===== config.mk =====
export PLATFORM = sky130hd
export DESIGN_NAME = trigger_pulse_gen
export DESIGN_NICKNAME = d
export VERILOG_FILES = /design/src/rtl/trigger_pulse_gen_pkg.sv /design/src/rtl/trigger_pulse_gen_phase_timer.sv /design/src/rtl/trigger_pulse_gen.sv
export SDC_FILE = /design/constraint.sdc
export NUM_CORES = 1
export LEC_CHECK = 0
export CAP_MARGIN = 40
export CORE_ASPECT_RATIO = 0.7
export CORE_MARGIN = 5
export CORE_UTILIZATION = 45
export CTS_CLUSTER_DIAMETER = 100
export DETAILED_ROUTE_END_ITERATION = 6
export PLACE_DENSITY_LB_ADDON = 0.25
export SYNTH_ARGS = -nofsm -noshare
export SYNTH_HDL_FRONTEND = slang
export SYNTH_HIERARCHICAL = 1
export SYNTH_SLANG_ARGS = --single-unit

===== constraint.sdc =====
create_clock -name Clock -period 14.35 [get_ports Clock]
set_input_delay 1.435 -clock Clock [delete_from_list [all_inputs] [get_ports Clock]]
set_output_delay 1.435 -clock Clock [all_outputs]
set_load 0.02 [all_outputs]

===== src/rtl/trigger_pulse_gen_pkg.sv =====
// Shared trigger definitions: FSM state encoding and idle line levels,
// common to the pulse generator and the trigger receivers.
package trigger_pulse_gen_pkg;

  typedef enum logic [1:0] {
    ST_IDLE   = 2'd0,
    ST_ACTIVE = 2'd1,
    ST_GAP    = 2'd2,
    ST_FINISH = 2'd3
  } trig_state_e;

  localparam logic TRIG_A_IDLE = 1'b0;
  localparam logic TRIG_B_IDLE = 1'b1;

endpackage


===== src/rtl/trigger_pulse_gen_phase_timer.sv =====
// Loadable down-counter that holds at zero; expiry flags the last cycle of a phase.
module trig_phase_timer #(
  parameter int unsigned W = 16
) (
  input  logic         Clock,
  input  logic         Reset,
  input  logic         load,
  input  logic [W-1:0] load_val,
  output logic         expired_c
);

  logic [W-1:0] cnt_q;

  always_ff @(posedge Clock) begin
    if (Reset) begin
      cnt_q <= '0;
    end else if (load) begin
      cnt_q <= load_val;
    end else if (cnt_q != '0) begin
      cnt_q <= cnt_q - W'(1);
    end
  end

  assign expired_c = (cnt_q == '0);

endmodule


===== src/rtl/trigger_pulse_gen.sv =====
// Burst trigger generator: Pulse_Count events on line A (rising) and/or B (falling),
// each event High_Len active clocks followed by Low_Len idle clocks.
module trigger_pulse_gen
  import trigger_pulse_gen_pkg::*;
#(
  parameter int unsigned LEN_W = 16,
  parameter int unsigned CNT_W = 8
) (
  input  logic             Clock,
  input  logic             Reset,
  input  logic             Start,
  input  logic             Abort,
  input  logic [CNT_W-1:0] Pulse_Count,
  input  logic [LEN_W-1:0] High_Len,
  input  logic [LEN_W-1:0] Low_Len,
  input  logic [1:0]       Line_Sel,
  output logic             Trig_Aout,
  output logic             Trig_Bout,
  output logic             Busy,
  output logic             Done,
  output logic             Aborted
);

  trig_state_e      state_q, state_d;
  logic [CNT_W-1:0] cnt_q;
  logic [LEN_W-1:0] hi_q, lo_q;
  logic [1:0]       sel_q;

  logic             latch, abort_hit, expired_c, phase_load;
  logic [LEN_W-1:0] load_val;
  logic [1:0]       sel_d;
  logic             a_d, b_d, busy_d, done_d, aborted_d;

  function automatic logic [LEN_W-1:0] eff_len(input logic [LEN_W-1:0] v);
    return (v == '0) ? LEN_W'(1) : v;
  endfunction

  assign latch     = (state_q == ST_IDLE) && Start;
  assign abort_hit = Abort && ((state_q == ST_ACTIVE) || (state_q == ST_GAP));

  // State and registered outputs; outputs track the state they accompany.
  always_ff @(posedge Clock) begin
    if (Reset) begin
      state_q   <= ST_IDLE;
      Trig_Aout <= TRIG_A_IDLE;
      Trig_Bout <= TRIG_B_IDLE;
      Busy      <= 1'b0;
      Done      <= 1'b0;
      Aborted   <= 1'b0;
    end else begin
      state_q   <= state_d;
      Trig_Aout <= a_d;
      Trig_Bout <= b_d;
      Busy      <= busy_d;
      Done      <= done_d;
      Aborted   <= aborted_d;
    end
  end

  always_comb begin
    state_d = state_q;
    unique case (state_q)
      ST_IDLE:   if (Start) state_d = (Pulse_Count == '0) ? ST_FINISH : ST_ACTIVE;
      ST_ACTIVE: if (Abort) state_d = ST_IDLE;
                 else if (expired_c) state_d = ST_GAP;
      ST_GAP:    if (Abort) state_d = ST_IDLE;
                 else if (expired_c) state_d = (cnt_q != '0) ? ST_ACTIVE : ST_FINISH;
      ST_FINISH: state_d = ST_IDLE;
      default:   state_d = ST_IDLE;
    endcase
  end

  always_comb begin
    sel_d     = latch ? Line_Sel : sel_q;
    a_d       = TRIG_A_IDLE;
    b_d       = TRIG_B_IDLE;
    busy_d    = (state_d != ST_IDLE);
    done_d    = (state_d == ST_FINISH);
    aborted_d = abort_hit;
    if (state_d == ST_ACTIVE) begin
      a_d = sel_d[0];
      b_d = ~sel_d[1];
    end
  end

  // Latched burst parameters and pulse counter (saturates at zero).
  always_ff @(posedge Clock) begin
    if (Reset) begin
      cnt_q <= '0;
      hi_q  <= '0;
      lo_q  <= '0;
      sel_q <= '0;
    end else if (latch) begin
      cnt_q <= Pulse_Count;
      hi_q  <= eff_len(High_Len);
      lo_q  <= eff_len(Low_Len);
      sel_q <= Line_Sel;
    end else if ((state_q == ST_ACTIVE) && (state_d == ST_GAP) && (cnt_q != '0)) begin
      cnt_q <= cnt_q - CNT_W'(1);
    end
  end

  // The first ACTIVE phase loads from the live inputs since they latch on the same edge.
  assign phase_load = ((state_d == ST_ACTIVE) || (state_d == ST_GAP)) && (state_d != state_q);
  always_comb begin
    if (state_d == ST_ACTIVE) begin
      load_val = (latch ? eff_len(High_Len) : hi_q) - LEN_W'(1);
    end else begin
      load_val = lo_q - LEN_W'(1);
    end
  end

  trig_phase_timer #(.W(LEN_W)) u_timer (
    .Clock     (Clock),
    .Reset     (Reset),
    .load      (phase_load),
    .load_val  (load_val),
    .expired_c (expired_c)
  );

endmodule

== Word-level counts from Yosys, hierarchy flattened ==
Index checks and enable logic that the tools add are counted.
Widths: inputs -> output; s select.
Word-level totals
  flip-flop bits (word level): 65
  input port bits: 46
  logic and storage cells: 59
Operators by class
  add/subtract/negate cells: 4
  eq/ne operators: 7
  mux-type cells: 17
  bitwise logic cells: 2
  reduce and logical (&&, ||, !) cells: 18
Operators with widths (count)
  $mux 16: 6
  $logic_not 16->1: 3
  $sub 16x1->16 const B: 3
  $mux 2: 8
  $mux 8: 2
  $reduce_bool 16->1: 1
  $eq 2x2->1 const B: 4
  $logic_not 8->1: 1
  $pmux 2 s4: 1
  $reduce_bool 8->1: 1
  $sub 8x1->8 const B: 1
  $reduce_bool 2->1: 3
  $logic_and 1x1->1: 5
  $eq 2x1->1 const B: 2
  $logic_not 2->1: 1
  $logic_or 1x1->1: 2
  $ne 2x2->1: 1
  $not 1->1: 2
  $reduce_or 2->1: 1

== Logic depth before layout (Yosys ltp) ==
Gate-level depths: netlist of the first run.
  word-level depth: 10
  gate-level depth with buffers: 25
  gate-level depth less buffers: 23

== Cells and area by module ==
The synthesis of the first run kept the hierarchy.
Modules (own cells, without submodules)
  trigger_pulse_gen: times used 1, cells each 335, area an instance 2736.4 µm², seq. area each 980.9 µm²
  trig_phase_timer: times used 1, cells each 116, area an instance 964.7 µm², seq. area each 320.3 µm²

== Least setup slack after synthesis of the first run ==
OpenSTA, ideal clock, no wires.
  path type: register to register
  start: register u_timer.cnt_q[0]
  end: register u_timer.cnt_q[14]
  library setup time: 0.117 ns
  arrival time: 4.569 ns
  required time: 14.233 ns
  path slack: 9.664 ns
  cell stages (with the launch flop): 23
  buffers on the path: 2
  path through: dfxtp_1 > inv_1 > ha_1 > or3b_2 > or4_4 > nor2_1 > inv_1 > a311o_1 > a22oi_1 > ha_1 > buf_4 > buf_2 > inv_1 > a211oi_1 > a21oi_1 > ha_1 > inv_1 > nor2_1 > nand3b_1 > nor2_1 > xor2_1 > a221oi_1 > and4b_1
RTL lines
  start: declaration: RTL line trigger_pulse_gen_phase_timer.sv:12  | logic [W-1:0] cnt_q;
  start signal: assignment: RTL line trigger_pulse_gen_phase_timer.sv:18  | cnt_q <= load_val;
  start signal: assignment: RTL line trigger_pulse_gen_phase_timer.sv:20  | cnt_q <= cnt_q - W'(1);
  $logic_not 16->1 (*): RTL line trigger_pulse_gen_phase_timer.sv:24  | assign expired_c = (cnt_q == '0);
  named net expired_c: RTL line trigger_pulse_gen.sv:29  | logic latch, abort_hit, expired_c, phase_load;
  $mux 2 (on tied branches): RTL line trigger_pulse_gen.sv:67, trigger_pulse_gen.sv:65
  $mux 2 (on tied branches): RTL line trigger_pulse_gen.sv:66, trigger_pulse_gen.sv:64
  $pmux 2 s4 (*): RTL line trigger_pulse_gen.sv:62  | unique case (state_q)
  $eq 2x1->1 (*): RTL line trigger_pulse_gen.sv:106  | if (state_d == ST_ACTIVE) begin
  $mux 16 (*): RTL line trigger_pulse_gen.sv:106
  named net load_val[14]: RTL line trigger_pulse_gen.sv:30  | logic [LEN_W-1:0] load_val;
  $mux 16 (*): RTL line trigger_pulse_gen_phase_timer.sv:17  | end else if (load) begin
Mark *: on every way through the listed nets, which the timed path passes. The rest lies on a longest branch. The select of a mux whose other input is x is not followed.
A chain may end at the register's enable or synchronous reset.

== Final worst setup path of the first run ==
Ends and elaborated chain as after synthesis.

==> results.md, run 1 <==
* Hold-fix buffers, CTS at 0
* DR vias at 3360
* RSZ-0062 raised after global routing: no
* Clock latency on the worst-skew pair at 0.34 ns
* Clock skew at 0.003802 ns
* Mapped Area at 0.003701 sq mm
* Minimum clock period at 5.351 ns
* Drt wl/cell at 15.93 um
* Worst Path Max Fanout at 35
* Worst hold path class: register to register
* Standard-cell rows at 27
* Data arrival, critical path at 5.58 ns
* Final HPWL DP at 6.944 mm
* Slew headroom at 0.3669
* TritonCTS clock tree: yes
* Maxcap violations at 0
* EDFF count, synth at 0
* Layout area overhead at 22.58%
* Crit start category: register
* Place WS at 8.969 ns
* Layout cells sized above 1 at 0.1102
* Drt pass-1 iters at 4
* H-tree levels at 3
* Final net count at 552
* Ranking of synthesized cells by area: dfxtp_1 (35%), nand2_1 (6.7%), a21oi_1 (5.7%)
* Tot GR Track Use at 0.1895
* Largest net degree at the start of global routing at 59
* Warnings, synthesis at 6
* Worst-path clk slew at 0.05 ns
* Worst-Margin Slew at 0.9497 ns
* Net Count, Synth at 509
* Outcome: finished, final reports clean
* Setup TNS at 0 ns
* Pwr per Cell Area at 178.8 mW/mm^2
* Worst Path Required at 14.58 ns
* Synth area leader: dfxtp_1
* F_max at 186.9 MHz
* Die X at 118.4 um
* Total CTS buffers at 9
* Crit Path Class: register to register
* Vias in the first global route at 3233
* Total die area at 0.01017 sq mm
* Yosys top cell area share at 0.3516
* GRT overflow at 0
* Max clock buf depth at 2
* Max Transition Viols Final at 0
* Period utilisation layout at 0.3729
* Fin worst setup slack at 8.999 ns
* Die height at 85.88 um
* Worst-case hold slack at 0.4576 ns
* Setup bufs post-CTS at 0
* Sequential fraction of the synthesis area at 0.3516
* First-pass GRT wire length at 15.66 mm
* Final number of hold-violating endpoints at 0
* Post-synth ARST share at 0
* CP Capture Type: register
* IR drop worst, VDD at 0.09651 mV
* Post-route ant nets at 0
* Root Buffer: clkbuf_16
* Synth unique cells at 63
* #FFs+latches synth at 65
* Starting density of the core at 0.4662
* Input/output buffers at 50
* Syn_area_per_cell at 8.206 sq um
* Drc violations at 0
* Total inserted antenna cells at 0
* Ports at 51
* Routed wire length at 9.559 mm
* Final cell count without fillers at 600
* Placed insts at 583
* Top_reg_cell synth: dfxtp_1
* Initial antenna violation count at 0
* Leak at 1.683 nW
* Core area at 0.007939 sq mm
* Post-CTS Resized at 0
* Clk sinks at 65
* Placer Congestion at 0.9108
* Final setup viols at 0
* Avg Vias per Cell at 5.600
* Most common cell after layout, fill and taps aside: nand2_1
* Commonest cells after routing, fill and taps aside: nand2_1 (66), dfxtp_1 (65), clkdlybuf4s50_1 (49)
* Synth Instances at 451
* Starting DRT DRC Count at 252
[final cells by class]
cell class | count | area [sq um]
clock inverters | 2 | 35.03
fillers | 734 | 3402
flip-flops and latches | 65 | 1301
inverters | 16 | 60.06
repair buffers | 58 | 553.0
well taps | 101 | 126.4
multi-input cells | 344 | 2187
clock buffers | 14 | 274.0
[worst max-delay path, cell delays in order (launching register included)]
cell and delay (ns):
dfxtp_1 0.32, inv_1 0.08, ha_1 0.19, or3b_2 0.53, or4_4 0.59, nor2_1 0.22
inv_1 0.10, a311o_1 0.32, a22oi_1 0.40, ha_1 0.24, buf_4 0.33, inv_1 0.10
a211oi_1 0.32, a21oi_1 0.12, ha_1 0.20, inv_1 0.11, nor2_1 0.07, nand3b_1 0.19
nor2_1 0.08, xor2_1 0.16, a221oi_1 0.32, and4b_1 0.24
[synthesized netlist by cell type (11+ instances only)]
| library cell | number |
|---|---|
| a21oi_1 | 42 |
| xnor2_1 | 20 |
| nand2_1 | 66 |
| nor2_1 | 43 |
| nand3_1 | 16 |
| dfxtp_1 | 65 |
| nor4_1 | 11 |
| ha_1 | 12 |
| inv_1 | 16 |
| clkbuf_1 | 11 |
| nor3_1 | 13 |
[metal layers]
layer  track usage  vias up  routed length, um
met1        0.2555     1573               4714
met4       0.04840        0                116
li1              -     1685                  -
met3       0.06196       13                559
met5             0        -                  0
met2        0.2945       89               4168
[state kept, by name, summed over array words and instances, names as in the netlist]
register       count
Aborted            1
Busy               1
Done               1
Trig_Aout          1
Trig_Bout          1
cnt_q              8
hi_q              16
lo_q              16
sel_q              2
state_q            2
u_timer/cnt_q     16
[per-stage QoR]
step / total power, mW / util / instance area [sq um]
4_1_cts: 0.8087 / 0.5705 / 4529
5_1_grt: 0.8594 / 0.5715 / 4537
2_1_floorplan: 0.5045 / - / 3701
6_report: 0.8112 / 0.5715 / 4537
3_3_place_gp: 0.5687 / 0.5310 / 4215
3_5_place_dp: 0.5783 / 0.5316 / 4220
[power breakdown]
part	switching [mW]	internal [mW]
Clock	0.0794	0.148
Combinational	0.198	0.140
Sequential	0.0316	0.213
[final timing paths]
kind,start,endpoint,slack [ns],cells past startpoint
hold reg to reg,sel_q[0],sel_q[0],0.46,2
setup / recovery,u_timer/cnt_q[0],u_timer/cnt_q[14],9.00,21
setup reg to reg,u_timer/cnt_q[0],u_timer/cnt_q[14],9.00,21
hold / removal,sel_q[0],sel_q[0],0.46,2
[cells by family (layout without fill, tap and decap cells)]
| group | Yosys count | count (layout) | synth area share |
|---|---|---|---|
| XOR/XNOR | 30 | 30 | 0.07099 |
| flip-flops | 65 | 65 | 0.3516 |
| AO/OA/AOI/OAI | 112 | 112 | 0.2076 |
| buffers and inverters | 42 | 90 | 0.05747 |
| AND/OR/NAND/NOR | 186 | 186 | 0.2607 |
| multiplexers | 4 | 4 | 0.01116 |
| adder cells (fa/ha/maj) | 12 | 12 | 0.04057 |
(Power assumes the default switching activity.)
==> run 2: changes to the inputs <==
- clock period: 14.35 -> 4.5 ns (I/O delays scaled with it)
==> results.md, run 2 (synthesized netlist as in run 1, its figures left out) <==
* Worst R2R Setup Slack at -0.03 ns (-9.02 ns)
* Design Area, Final at 0.005087 sq mm (+12%)
* Reg2reg start: u_timer/cnt_q[0]
* Leak at 1.943 nW (+15%)
* Tot GR Track Use at 0.2074 (+0.01783)
* Commonest cells after routing, fill and taps aside: nand2_1 (66), dfxtp_1 (62), clkdlybuf4s50_1 (49)
* Overall power at 2.908 mW (+260%)
* Total inserted antenna cells at 0 (unchanged)
* Drc violations at 0 (unchanged)
* IR drop worst, VDD at 0.3422 mV (+250%)
* Layout area overhead at 37.46%
* F_max at 221.0 MHz (+18%)
* H-tree levels at 3 (unchanged)
* RSZ-0062 raised after global routing: yes
* Setup TNS at -0.02524 ns (-0.02524 ns)
* Placed insts at 610 (+4.6%)
* GRT overflow at 0 (unchanged)
* Die X at 118.4 um (unchanged)
* Vias in the first global route at 3557 (+10%)
* Fin worst setup slack at -0.02524 ns (-9.024 ns)
* Worst-Margin Slew at 0.7483 ns (-0.2013 ns)
* GR Util met2 at 0.3252 (+0.03063)
* Clock skew at 0.004908 ns (+0.001105 ns)
* Layout cells sized above 1 at 0.2291 (+0.1188)
* Routed wire length at 10.43 mm (+9.1%)
* Place WS at -0.1725 ns (-9.142 ns)
* Met3 Use GR at 0.05471 (-0.007251)
* Worst Path Required at 4.76 ns (-9.82 ns)
* Slew headroom at 0.5001 (+0.1332)
* CP Capture Type: register
* DR vias at 3565 (+6.1%)
* GRT met1 Usage at 0.2813 (+0.02578)
* Core area at 0.007939 sq mm (unchanged)
* Final setup viols at 1 (+1)
* Worst Path Max Fanout at 8 (-77%)
* Drt pass-1 iters at 5 (+1)
* Crit start category: register
* Final cell count without fillers at 638 (+6.3%)
* Standard-cell rows at 27 (unchanged)
* Root Buffer: clkbuf_16
* Worst Setup SP: u_timer/cnt_q[0]
* Biggest regs: hi_q: 16 flops, lo_q: 16 flops, u_timer/cnt_q: 16 flops
* Total CTS buffers at 9 (unchanged)
* Crit path max-delay cell type: or4_4
* Crit path cell chain: inv_2 > ha_4 > or3b_4 > or4_4 > nor2_4 > inv_2 > a21oi_2 > o31ai_2 > o31ai_2 > inv_1 > ha_4 > buf_12 > buf_16 > and4_1 > a311oi_2 > nor4b_4 > inv_2 > nor4_4 > xor2_1 > a21oi_1 > a31o_2 > nor3_2
* Die height at 85.88 um (unchanged)
* Largest net degree at the start of global routing at 41 (-31%)
* Crit Path Class: register to register
* Worst-path clk slew at 0.05 ns (about the same)
* Crit-path max cell delay at 0.54 ns (-0.05 ns)
* CP most frequent cell: inv_2
* Reg2reg path depth at 22 (+4.8%)
* Input/output buffers at 50 (unchanged)
* Max clock buf depth at 2 (unchanged)
* Placer Congestion at 0.8421 (-7.5%)
* Pwr per Cell Area at 571.6 mW/mm^2 (+220%)
* FILL cells at 631 (-14%)
* Clock latency on the worst-skew pair at 0.33 ns (about the same)
* Maxcap violations at 0 (unchanged)
* Final HPWL DP at 7.564 mm (+8.9%)
* Starting DRT DRC Count at 335 (+33%)
* Post-DP Area at 0.004473 sq mm (+6.0%)
* Hold-fix buffers, CTS at 0 (unchanged)
* Avg Vias per Cell at 5.588 (-0.22%)
* Period utilisation layout at 1.006 (+0.6327)
* Final design utilization at 0.6408 (+0.06935)
* Outcome: finished, violations left
* Total die area at 0.01017 sq mm (unchanged)
* Drt wl/cell at 16.34 um (+2.6%)
* TritonCTS clock tree: yes
* Failing checks: setup timing
* Max Transition Viols Final at 0 (unchanged)
* Busiest layer in global routing: met2
* Worst hold path class: register to register
* Data arrival, critical path at 4.78 ns (-0.80 ns)
* WHS Path Cells at 2 (unchanged)
* Worst-case hold slack at 0.4587 ns (+0.001082 ns)
* Setup crit end: u_timer/cnt_q[13]
* Most common cell after layout, fill and taps aside: nand2_1
* Post-route ant nets at 0 (unchanged)
* Initial antenna violation count at 0 (unchanged)
* Ports at 51 (unchanged)
* Final number of hold-violating endpoints at 0 (unchanged)
* Reg2reg end: u_timer/cnt_q[13]
* Minimum clock period at 4.525 ns (-0.8255 ns)
* First-pass GRT wire length at 17.06 mm (+8.9%)
* Starting density of the core at 0.4662 (unchanged)
* Final net count at 591 (+7.1%)
* Clk sinks at 65 (unchanged)
-- run 2: worst min-delay path by stage --
stage | start | end | slack, ns
after floorplan | lo_q[10] | lo_q[10] | 0.43
after global placement | sel_q[0] | sel_q[0] | 0.44
after detailed placement | lo_q[15] | lo_q[15] | 0.45
after CTS | lo_q[15] | lo_q[15] | 0.46
after global routing | sel_q[0] | sel_q[0] | 0.47
final | lo_q[15] | lo_q[15] | 0.46
-- run 2: metal layers --
layer / up-vias / share of wire
li1: 1772 / -
met1: 1682 / 0.47
met2: 94 / 0.45
met4: 0 / 0.017
met3: 17 / 0.058
met5: - / 0
-- run 2: timing repair --
item                       in CTS  in global routing
gates resized for setup        13                 25
pin swaps                       9                 17
setup buffers                   3                  8
gates cloned                    1                  1
setup endpoints to repair       3                  4
-- run 2: area by class of cell --
cell class | count | area (sq um) | area share
timing repair buffer | 97 | 930.9 | 0.1830
tap | 101 | 126.4 | 0.02484
clock buffer | 12 | 256.5 | 0.05042
inverter | 16 | 60.06 | 0.01181
multi-input combinational | 344 | 2369 | 0.4656
clock inverter | 3 | 40.04 | 0.007870
sequential | 65 | 1305 | 0.2565
-- run 2: critical path, delay by kind of cell (launching register included) --
family                   cells  cell delay, ns
adder cells (fa/ha/maj)      2            0.33
XOR/XNOR                     1            0.27
AO/OA/AOI/OAI                6            0.99
AND/OR/NAND/NOR              7            1.95
flip-flops                   1            0.32
buffers and inverters        6            0.60
-- run 2: power breakdown --
| group | switching, mW | total [mW] | internal (mW) | leakage, nW |
|---|---|---|---|---|
| registers | 0.101 | 0.784 | 0.684 | 0.536 |
| logic | 0.754 | 1.43 | 0.676 | 1.26 |
| clock network | 0.240 | 0.693 | 0.454 | 0.148 |
